<file path="config.mk">
export PLATFORM = sky130hd
export DESIGN_NAME = brick_store
export DESIGN_NICKNAME = d
export VERILOG_FILES = /design/src/rtl/brick_store.sv
export SDC_FILE = /design/constraint.sdc
export NUM_CORES = 1
export LEC_CHECK = 0
export ABC_AREA = 1
export BUFFER_PORTS_ARGS = -buffer_cell sky130_fd_sc_hd__buf_2
export CORE_ASPECT_RATIO = 0.8
export CORE_MARGIN = 2
export CORE_UTILIZATION = 30
export DETAILED_ROUTE_END_ITERATION = 8
export RECOVER_POWER = 100
export SKIP_LAST_GASP = 1
export SYNTH_ARGS = -nofsm -noshare
export SYNTH_HDL_FRONTEND = slang
export SYNTH_SLANG_ARGS = --single-unit
</file>
<file path="constraint.sdc">
create_clock -name clk -period 15.8 [get_ports clk]
set_input_delay 0.79 -clock clk [delete_from_list [all_inputs] [get_ports clk]]
set_output_delay 0.79 -clock clk [all_outputs]
set_load 0.1 [all_outputs]
</file>
<file path="src/rtl/brick_store.sv">
// brick_store: brick grid memory for the collision logic.
// Maps pixel probes to grid cells, returns the cell origin and health one
// cycle later, takes health write-backs, tracks the live brick count and
// queues erase events for the drawing stage.
module brick_store #(
  parameter int BRICKX      = 40,
  parameter int BRICKY      = 20,
  parameter int COLS        = 16,
  parameter int ROWS        = 8,
  parameter int INIT_HEALTH = 3,
  parameter int CNT_W       = 8
) (
  input  logic             clk,
  input  logic             reset,
  input  logic [9:0]       rd_x,
  input  logic [9:0]       rd_y,
  output logic [9:0]       brick_x,
  output logic [9:0]       brick_y,
  output logic [1:0]       brick_health,
  input  logic             wr_en,
  input  logic [9:0]       wr_x,
  input  logic [9:0]       wr_y,
  input  logic [1:0]       wr_health,
  output logic             init_busy,
  output logic [CNT_W-1:0] bricks_left,
  output logic             level_clear,
  output logic             erase_valid,
  output logic [9:0]       erase_x,
  output logic [9:0]       erase_y,
  input  logic             erase_ready,
  output logic             erase_overflow
);

  localparam int CELLS = COLS * ROWS;
  localparam int IDX_W = (CELLS > 1) ? $clog2(CELLS) : 1;

  localparam logic [0:0] S_INIT = 1'b0;
  localparam logic [0:0] S_RUN  = 1'b1;

  logic [1:0]       mem [CELLS];
  logic [0:0]       state;
  logic [IDX_W-1:0] init_idx;

  // Cell mapping for the probe and write ports
  logic [9:0]       rd_col, rd_row, wr_col, wr_row;
  logic             rd_in, wr_in;
  logic [IDX_W-1:0] rd_idx, wr_idx;
  logic [9:0]       rd_ox, rd_oy, wr_ox, wr_oy;

  // Write classification against the current (old) cell health
  logic       wr_fire;
  logic [1:0] old_health;
  logic       destroy, revive;

  // Erase FIFO, two entries
  logic [9:0] fifo_x [2];
  logic [9:0] fifo_y [2];
  logic       rd_ptr, wr_ptr;
  logic [1:0] fifo_cnt;
  logic       pop, push_ok;

  // Address decode: constant division by the brick size, then bounds check
  always_comb begin
    rd_col = rd_x / 10'(BRICKX);
    rd_row = rd_y / 10'(BRICKY);
    wr_col = wr_x / 10'(BRICKX);
    wr_row = wr_y / 10'(BRICKY);
    rd_in  = (rd_col < 10'(COLS)) && (rd_row < 10'(ROWS));
    wr_in  = (wr_col < 10'(COLS)) && (wr_row < 10'(ROWS));
    rd_idx = IDX_W'(32'(rd_row) * COLS + 32'(rd_col));
    wr_idx = IDX_W'(32'(wr_row) * COLS + 32'(wr_col));
    rd_ox  = 10'(32'(rd_col) * BRICKX);
    rd_oy  = 10'(32'(rd_row) * BRICKY);
    wr_ox  = 10'(32'(wr_col) * BRICKX);
    wr_oy  = 10'(32'(wr_row) * BRICKY);
  end

  // Write-back qualification; external writes only land once init is done
  always_comb begin
    wr_fire    = wr_en && wr_in && (state == S_RUN) && !reset;
    old_health = wr_fire ? mem[wr_idx] : 2'd0;
    destroy    = wr_fire && (old_health != 2'd0) && (wr_health == 2'd0);
    revive     = wr_fire && (old_health == 2'd0) && (wr_health != 2'd0);
  end

  // Init sequencer: one cell per cycle, then run until the next reset
  always_ff @(posedge clk) begin
    if (reset) begin
      state    <= S_INIT;
      init_idx <= '0;
    end else if (state == S_INIT) begin
      if (init_idx == IDX_W'(CELLS - 1)) state <= S_RUN;
      else                               init_idx <= init_idx + 1'b1;
    end
  end

  // Grid storage: init fill takes priority, otherwise the write-back port
  always_ff @(posedge clk) begin
    if (!reset && state == S_INIT) mem[init_idx] <= 2'(INIT_HEALTH);
    else if (wr_fire)              mem[wr_idx]   <= wr_health;
  end

  // Registered probe result; reads the pre-write value on a same-cell write
  always_ff @(posedge clk) begin
    if (reset) begin
      brick_x      <= '0;
      brick_y      <= '0;
      brick_health <= '0;
    end else begin
      brick_x      <= rd_in ? rd_ox : 10'd0;
      brick_y      <= rd_in ? rd_oy : 10'd0;
      brick_health <= (rd_in && state == S_RUN) ? mem[rd_idx] : 2'd0;
    end
  end

  // Live brick count follows zero/nonzero transitions of cell health
  always_ff @(posedge clk) begin
    if (reset)        bricks_left <= CNT_W'(CELLS);
    else if (destroy) bricks_left <= bricks_left - 1'b1;
    else if (revive)  bricks_left <= bricks_left + 1'b1;
  end

  // Erase handshake: an event transfers on a rising edge where erase_valid
  // and erase_ready are both high; erase_x/erase_y are stable while
  // erase_valid is high and erase_ready is low. A pop frees a slot for a
  // push in the same cycle, so a full FIFO drops nothing in that case.
  always_comb begin
    erase_valid = (fifo_cnt != 2'd0);
    erase_x     = fifo_x[rd_ptr];
    erase_y     = fifo_y[rd_ptr];
    pop         = erase_valid && erase_ready;
    push_ok     = destroy && ((fifo_cnt != 2'd2) || pop);
  end

  // FIFO pointers, occupancy and sticky overflow
  always_ff @(posedge clk) begin
    if (reset) begin
      rd_ptr         <= 1'b0;
      wr_ptr         <= 1'b0;
      fifo_cnt       <= 2'd0;
      erase_overflow <= 1'b0;
    end else begin
      if (push_ok) wr_ptr <= ~wr_ptr;
      if (pop)     rd_ptr <= ~rd_ptr;
      case ({push_ok, pop})
        2'b10:   fifo_cnt <= fifo_cnt + 2'd1;
        2'b01:   fifo_cnt <= fifo_cnt - 2'd1;
        default: fifo_cnt <= fifo_cnt;
      endcase
      if (destroy && !push_ok) erase_overflow <= 1'b1;
    end
  end

  // FIFO payload storage
  always_ff @(posedge clk) begin
    if (push_ok) begin
      fifo_x[wr_ptr] <= wr_ox;
      fifo_y[wr_ptr] <= wr_oy;
    end
  end

  assign init_busy   = (state == S_INIT);
  assign level_clear = (bricks_left == '0) && !init_busy;

endmodule

</file>
==> results by group, run 1 <==
Critical path
  • Type of the worst setup path: primary input to flop
  • R2R Path Start: state
  • Worst-path fanout max: 96
  • Worst setup EP type: flop
  • Setup crit start: rd_x[9]
  • Startpoint types: primary input
  • CP Data Arrival Time: 12.14 ns
  • Critical Path RT: 16.22 ns

Global route
  • First-pass GRT wire length: 84300 um
  • Total GRT Usage: 0.167
  • Vias in the first global route: 15200
  • Gr ovfl total: 0
  • Largest net degree at the start of global routing: 98
  • Initial antenna violation count: 0

Yosys
  • Count of different cell masters after synthesis: 48
  • Sequential fraction of the synthesis area: 0.502
  • Top_reg_cell synth: edfxtp_1
  • Average instance area after synthesis: 8.39 um^2
  • Post-synth ARST share: 0
  • Synth Register Bits: 325
  • Post-synth EDFFs: 286
  • Post-synthesis cell area: 18700 um^2
  • Syn Inst Count: 2226
  • Synth warn: 0

Timing
  • Final-report setup violation count: 0
  • Max Freq: 0.0853 GHz
  • Slew at the pin with the worst max-slew slack: 3.62 ns
  • Period Utilization, post-route: 0.742
  • Slew HR: -1.41
  • Slew Limit Fails: 586
  • RSZ-0062 raised after global routing: false
  • Final Hold Vio Count: 0
  • Final TNS setup: 0 ns
  • Clock skew: 0.0190 ns
  • Min cycle time layout: 11.72 ns

Floorplan
  • FP Rows: 81
  • Starting Density: 0.305
  • Overall die height: 227 um
  • Core Area: 61300 um^2
  • Horiz. Die Dim: 283 um
  • # IOs: 100
  • Die area: 64300 um^2

Finish
  • Nets: 2335
  • Final antenna diode count: 0
  • Layout cells sized above 1: 0.0595
  • Core Util, Final: 0.335
  • Area Growth Syn to Fin: 9.94%

Clock tree
  • Reg clk slew, reported paths: 0.06 ns
  • CTS Buf Count: 36
  • # Post-CTS Setup Buffers: 0
  • CTS tree: yes
  • Root Buffer: clkbuf_16
  • Clk sinks: 325
  • CTS H-tree lvls: 2
  • Clock tree buffer depth: 3
  • Clk_lat worst skew: 0.55 ns
  • Hold-fix buffers, CTS: 0
  • Post_cts resized: 0

Routing
  • DRC: 0
  • Vias: 16100
  • Initial drt markers: 1679
  • Drt total wl: 55500 um
  • Wire length per cell: 17.9 um
  • Vias/cell: 5.18
  • Pre-Repair DR Iteration Count: 6
  • Routed Antenna Nets: 0

Pwr
  • Lkg Pwr: 8.13 nW
  • Maximum vdd drop: 0.0000718 V
  • PD cells: 122 nW/um^2

Hold path
  • Hold Startpoint: rd_ptr
  • Worst min path class: flop to flop

Placement
  • Gpl congestion: 0.859
  • PortBufs: 79
  • HPWL Detailed: 33800 um

Status
  • Violated checks: max-capacitance violations, max-slew violations
  • Status: finished, violations left

Flow run
  • Max-cap violations: 13
synth_stat cells (3+ instances only):
| master | count | area, um^2 |
|---|---|---|
| fa_1 | 5 | 100 |
| nor2_1 | 191 | 717 |
| buf_4 | 25 | 188 |
| edfxtp_1 | 286 | 8590 |
| nand2_4 | 3 | 33.8 |
| buf_2 | 49 | 245 |
| a21oi_1 | 101 | 505 |
| nand3_1 | 414 | 2070 |
| a21oi_2 | 7 | 61.3 |
| buf_6 | 13 | 146 |
| o21ai_1 | 41 | 205 |
| o211ai_1 | 22 | 165 |
| or2_2 | 4 | 25.0 |
| nor4_1 | 6 | 37.5 |
| clkbuf_1 | 37 | 139 |
| nand2_2 | 13 | 81.3 |
| nand4_1 | 4 | 25.0 |
| ha_1 | 40 | 500 |
| o21ai_0 | 77 | 385 |
| xnor2_1 | 6 | 52.6 |
| inv_1 | 204 | 766 |
| xor2_1 | 20 | 175 |
| nand3b_1 | 31 | 233 |
| nor3_1 | 7 | 35.0 |
| inv_2 | 9 | 33.8 |
| dfxtp_1 | 39 | 781 |
| buf_1 | 8 | 30.0 |
| a211oi_1 | 4 | 30.0 |
| o21a_1 | 3 | 22.5 |
| nor2_2 | 3 | 18.8 |
| nand2_1 | 518 | 1940 |
| mux2_2 | 15 | 169 |
worst paths after layout:
path,endpoint,slack (ns),cells after the start
max,brick_health[0],4.08,26
min,rd_ptr,0.46,1
max reg2reg,mem[45][0],9.57,3
min reg2reg,rd_ptr,0.46,1
layout make-up:
type / instances / area [um^2]
Multi-Input combinational cell: 1562 / 7750
Timing Repair Buffer: 103 / 473
Tap cell: 830 / 1040
Sequential cell: 325 / 9370
Clock buffer: 47 / 963
Clock inverter: 16 / 123
Fill cell: 6317 / 40800
Inverter: 216 / 812
where the power goes:
group	internal, W	switching (W)	total [W]
registers	0.000937	0.00000140	0.000939
logic	0.000206	0.000562	0.000768
clock network	0.000461	0.000342	0.000803
total	0.00160	0.000906	0.00251
routing by layer:
layer,track usage,up-vias,wire length [um]
met2,0.269,793,24700
li1,-,7547,-
met1,0.225,7628,23800
met5,0,-,0
met3,0.0416,92,6070
met4,0.0429,0,978
state kept, by name, indices dropped and copies added (netlist names), named ones only:
name / flops
brick_health: 2
brick_x: 7
brick_y: 8
bricks_left: 8
erase_overflow: 1
fifo_cnt: 2
fifo_x: 14
fifo_y: 16
init_idx: 7
mem: 256
rd_ptr: 1
state: 1
wr_ptr: 1
stage by stage:
| step | hold slack (ns) | setup WS, ns | cells | instance area [um^2] | power, W |
|---|---|---|---|---|---|
| after floorplan | 0.426 | 9.83 | 2235 | 18700 | 0.00151 |
| after global placement | 0.435 | 7.05 | 3036 | 19600 | 0.00169 |
| after detailed placement | 0.447 | 6.89 | 3036 | 19600 | 0.00170 |
| after CTS | 0.455 | 7.43 | 3099 | 20700 | 0.00250 |
| after global routing | 0.478 | 3.37 | 3099 | 20500 | 0.00262 |
| final | 0.463 | 4.08 | 3099 | 20500 | 0.00251 |
kinds of logic (layout without fill, tap and decap cells):
| group | after synthesis | in the layout | synth area share |
|---|---|---|---|
| compound gates | 265 | 265 | 0.0783 |
| xor+xnor | 26 | 26 | 0.0122 |
| fa+ha+maj | 45 | 45 | 0.0322 |
| buf+inv | 348 | 382 | 0.0836 |
| flops | 325 | 325 | 0.502 |
| mux | 15 | 15 | 0.00905 |
| other cells | 1 | 10 | 0.000201 |
| simple gates | 1201 | 1201 | 0.283 |
critical path, stage by stage:
cell	delay, ns
buf_2	0.10
inv_1	0.05
a21oi_1	0.38
nand2_1	0.10
o21ai_0	0.14
o21ai_0	0.15
nand2_1	0.07
clkbuf_1	1.12
xor2_1	0.35
nand2_1	0.11
nand2_1	0.14
nand2_4	0.12
xor2_1	0.19
o21ai_0	0.32
o21ai_4	0.09
clkbuf_1	0.77
nand2_1	2.74
clkinvlp_2	2.72
o21ai_0	0.71
nand3_1	0.16
nand3_1	0.13
nand2_1	0.09
nor2_1	0.09
nor2_1	0.14
nor2_1	0.13
nor2_1	0.09
cells in the final DEF (no fill, tap or decap), types with 3 or more instances in the layout:
cell and n:
o21ai_1 37, inv_1 205, mux2_2 15, fa_1 5
nand3b_1 31, ha_1 40, inv_2 8, nand4_1 4
nor2_1 194, clkbuf_16 37, edfxtp_1 286, o21a_1 3
buf_2 33, o211ai_1 22, nand3_1 415, nor4_1 6
xor2_1 20, nor3_1 7, conb_1 10, o21ai_0 82
dfxtp_1 39, a21oi_2 4, nand2_1 524, xnor2_1 6
clkinv_1 10, a211oi_1 4, nand2_2 6, buf_4 12
nand2_4 4, clkbuf_1 68, a21oi_1 103, clkinv_2 5
(Power assumes the default switching activity.)
==> run 2, diff against run 1 <==
clock period = 10.7 ns   (was 15.8 ns; I/O delays follow)
==> run 2 against run 1 <==
  * The run still ends with max-capacitance violations, max-slew violations left
  * Non-clock buffer count grew 3
  * Sequential power grew 48%
  * Cell area grew 0.32%
  * Utilization grew 0.11 points
  * Sequential cell count is the same
  * Highest routed layer is now met5
  * Largest cell class unchanged
  * Largest power group unchanged
  * Sequential share of layout area shrank 0.14 points
  * Routed wire length is essentially flat
  * First-iteration DRC count grew 16%
  * Via count grew 0.42%
  * Total power grew 48%
  * Hold slack lost 0.19 ns
==> results by group, run 2 (synthesis results as in run 1) <==
Status
  • Status: finished, violations left
  • Violated checks: max-capacitance violations, max-slew violations

Finish
  • Layout cells sized above 1: 0.0647 (+0.00523)
  • Final cell count without fillers: 3101 (+0.065%)
  • Largest register by flop count: mem
  • Final antenna diode count: 0 (unchanged)
  • Area Growth Syn to Fin: 10.3%
  • Max reg flops: 256 (unchanged)
  • Commonest non-fill, non-tap cell in the layout: nand2_1
  • Most frequent cells in the layout: 524 x nand2_1, 414 x nand3_1, 286 x edfxtp_1
  • Top Registers: mem (256), fifo_y (16), fifo_x (14)
  • Nets: 2337 (+0.086%)

Clock tree
  • Reg clk slew, reported paths: 0.06 ns (about the same)
  • # Post-CTS Setup Buffers: 0 (unchanged)
  • Hold-fix buffers, CTS: 0 (unchanged)
  • CTS H-tree lvls: 2 (unchanged)
  • Root Buffer: clkbuf_16
  • Clock tree buffer depth: 3 (unchanged)
  • Post_cts resized: 0 (unchanged)
  • CTS tree: yes
  • CTS Buf Count: 35 (-2.8%)
  • Clk sinks: 325 (unchanged)
  • Clk_lat worst skew: 0.53 ns (-0.02 ns)

Timing
  • Final-report setup violation count: 0 (unchanged)
  • Final TNS setup: 0 ns (unchanged)
  • Max Freq: 0.116 GHz
  • Min cycle time layout: 8.63 ns
  • Final hold slack: 0.269 ns (-0.194 ns)
  • RSZ-0062 raised after global routing: false
  • Slew HR: -1.39 (+0.0272)
  • Slew Limit Fails: 405 (-31%)
  • Final Hold Vio Count: 0 (unchanged)
  • Period Utilization, post-route: 0.807
  • Clock skew: 0.0196 ns (+0.000652 ns)
  • Slew at the pin with the worst max-slew slack: 3.58 ns (-0.0408 ns)

Floorplan
  • Horiz. Die Dim: 283 um (unchanged)
  • Starting Density: 0.305 (unchanged)
  • Core Area: 61300 um^2 (unchanged)
  • FP Rows: 81 (unchanged)
  • # IOs: 100 (unchanged)
  • Overall die height: 227 um (unchanged)
  • Die area: 64300 um^2 (unchanged)

Global route
  • Vias in the first global route: 15500 (+2.4%)
  • Total GRT Usage: 0.169 (+0.00138)
  • Largest net degree at the start of global routing: 103 (+5.1%)
  • Gr ovfl total: 0 (unchanged)
  • First-pass GRT wire length: 85400 um (+1.4%)
  • Initial antenna violation count: 1 (+1)

Placement
  • Gpl congestion: 0.832 (-3.2%)
  • PortBufs: 79 (unchanged)
  • HPWL Detailed: 34100 um (+0.70%)
  • Placed insts: 3039 (+0.099%)

Critical path
  • CP max stage delay: 2.10 ns (-0.64 ns)
  • Type of the worst setup path: primary input to flop
  • Worst setup EP type: flop
  • Max stage delay cell, worst path: nand2_1
  • Most common cell on crit path: nand2_1
  • CP Data Arrival Time: 9.03 ns (-3.11 ns)
  • Worst-path fanout max: 102 (+6.3%)
  • Critical Path RT: 11.10 ns (-5.12 ns)
  • Startpoint types: primary input

Routing
  • DRC: 0 (unchanged)
  • Wire length per cell: 17.9 um (about the same)
  • Vias: 16100 (+0.42%)
  • Initial drt markers: 1952 (+16%)
  • Routed Antenna Nets: 0 (unchanged)
  • Pre-Repair DR Iteration Count: 9 (+3)
  • Drt total wl: 55500 um (about the same)
  • Vias/cell: 5.20 (+0.35%)

Hold path
  • Worst min path class: primary input to flop

Pwr
  • Total power: 0.00372 W (+48%)
  • Maximum vdd drop: 0.0000915 V (+27%)
  • PD cells: 180 nW/um^2 (+48%)
  • Lkg Pwr: 8.18 nW (+0.59%)

Flow run
  • Max-cap violations: 6 (-7)
==> run 2: cell type report <==
| type | count | area [um^2] |
|---|---|---|
| Sequential cell | 325 | 9370 |
| Fill cell | 6315 | 40700 |
| Timing Repair Buffer | 106 | 531 |
| Clock buffer | 48 | 977 |
| Tap cell | 830 | 1040 |
| Multi-Input combinational cell | 1562 | 7750 |
| Inverter | 216 | 813 |
| Clock inverter | 14 | 115 |
==> run 2: worst paths after layout <==
kind | startpoint | to | cells after the start | slack, ns
min reg2reg | rd_ptr | flop | 1 | 0.47
min | reset | state | 2 | 0.27
max | rd_x[9] | brick_health[0] | 29 | 2.07
max reg2reg | state | mem[44][1] | 3 | 4.20
==> run 2: worst max-delay path, delay by kind of cell <==
kind	cells	cell delay, ns
simple gates	18	4.61
buf+inv	5	2.45
compound gates	4	0.85
xor+xnor	2	0.49
==> run 2: where the power goes <==
| group | switching [W] | internal (W) | total [W] |
|---|---|---|---|
| combinational | 0.000836 | 0.000312 | 0.00115 |
| clock | 0.000496 | 0.000687 | 0.00118 |
| sequential | 0.00000216 | 0.00138 | 0.00139 |
| total | 0.00133 | 0.00238 | 0.00372 |
==> run 2: stage by stage <==
step	cell area (um^2)	worst slack, ns	util
after floorplan	18700	4.98	-
after global placement	19600	3.08	0.320
after detailed placement	19600	3.05	0.320
after CTS	20700	3.59	0.338
after global routing	20600	1.43	0.336
final	20600	2.07	0.336
==> run 2: layer usage <==
metal / global-route usage / wire length (um)
met1: 0.230 / 24000
met2: 0.271 / 24500
met3: 0.0356 / 5860
met4: 0.0475 / 1230
met5: 0 / 10
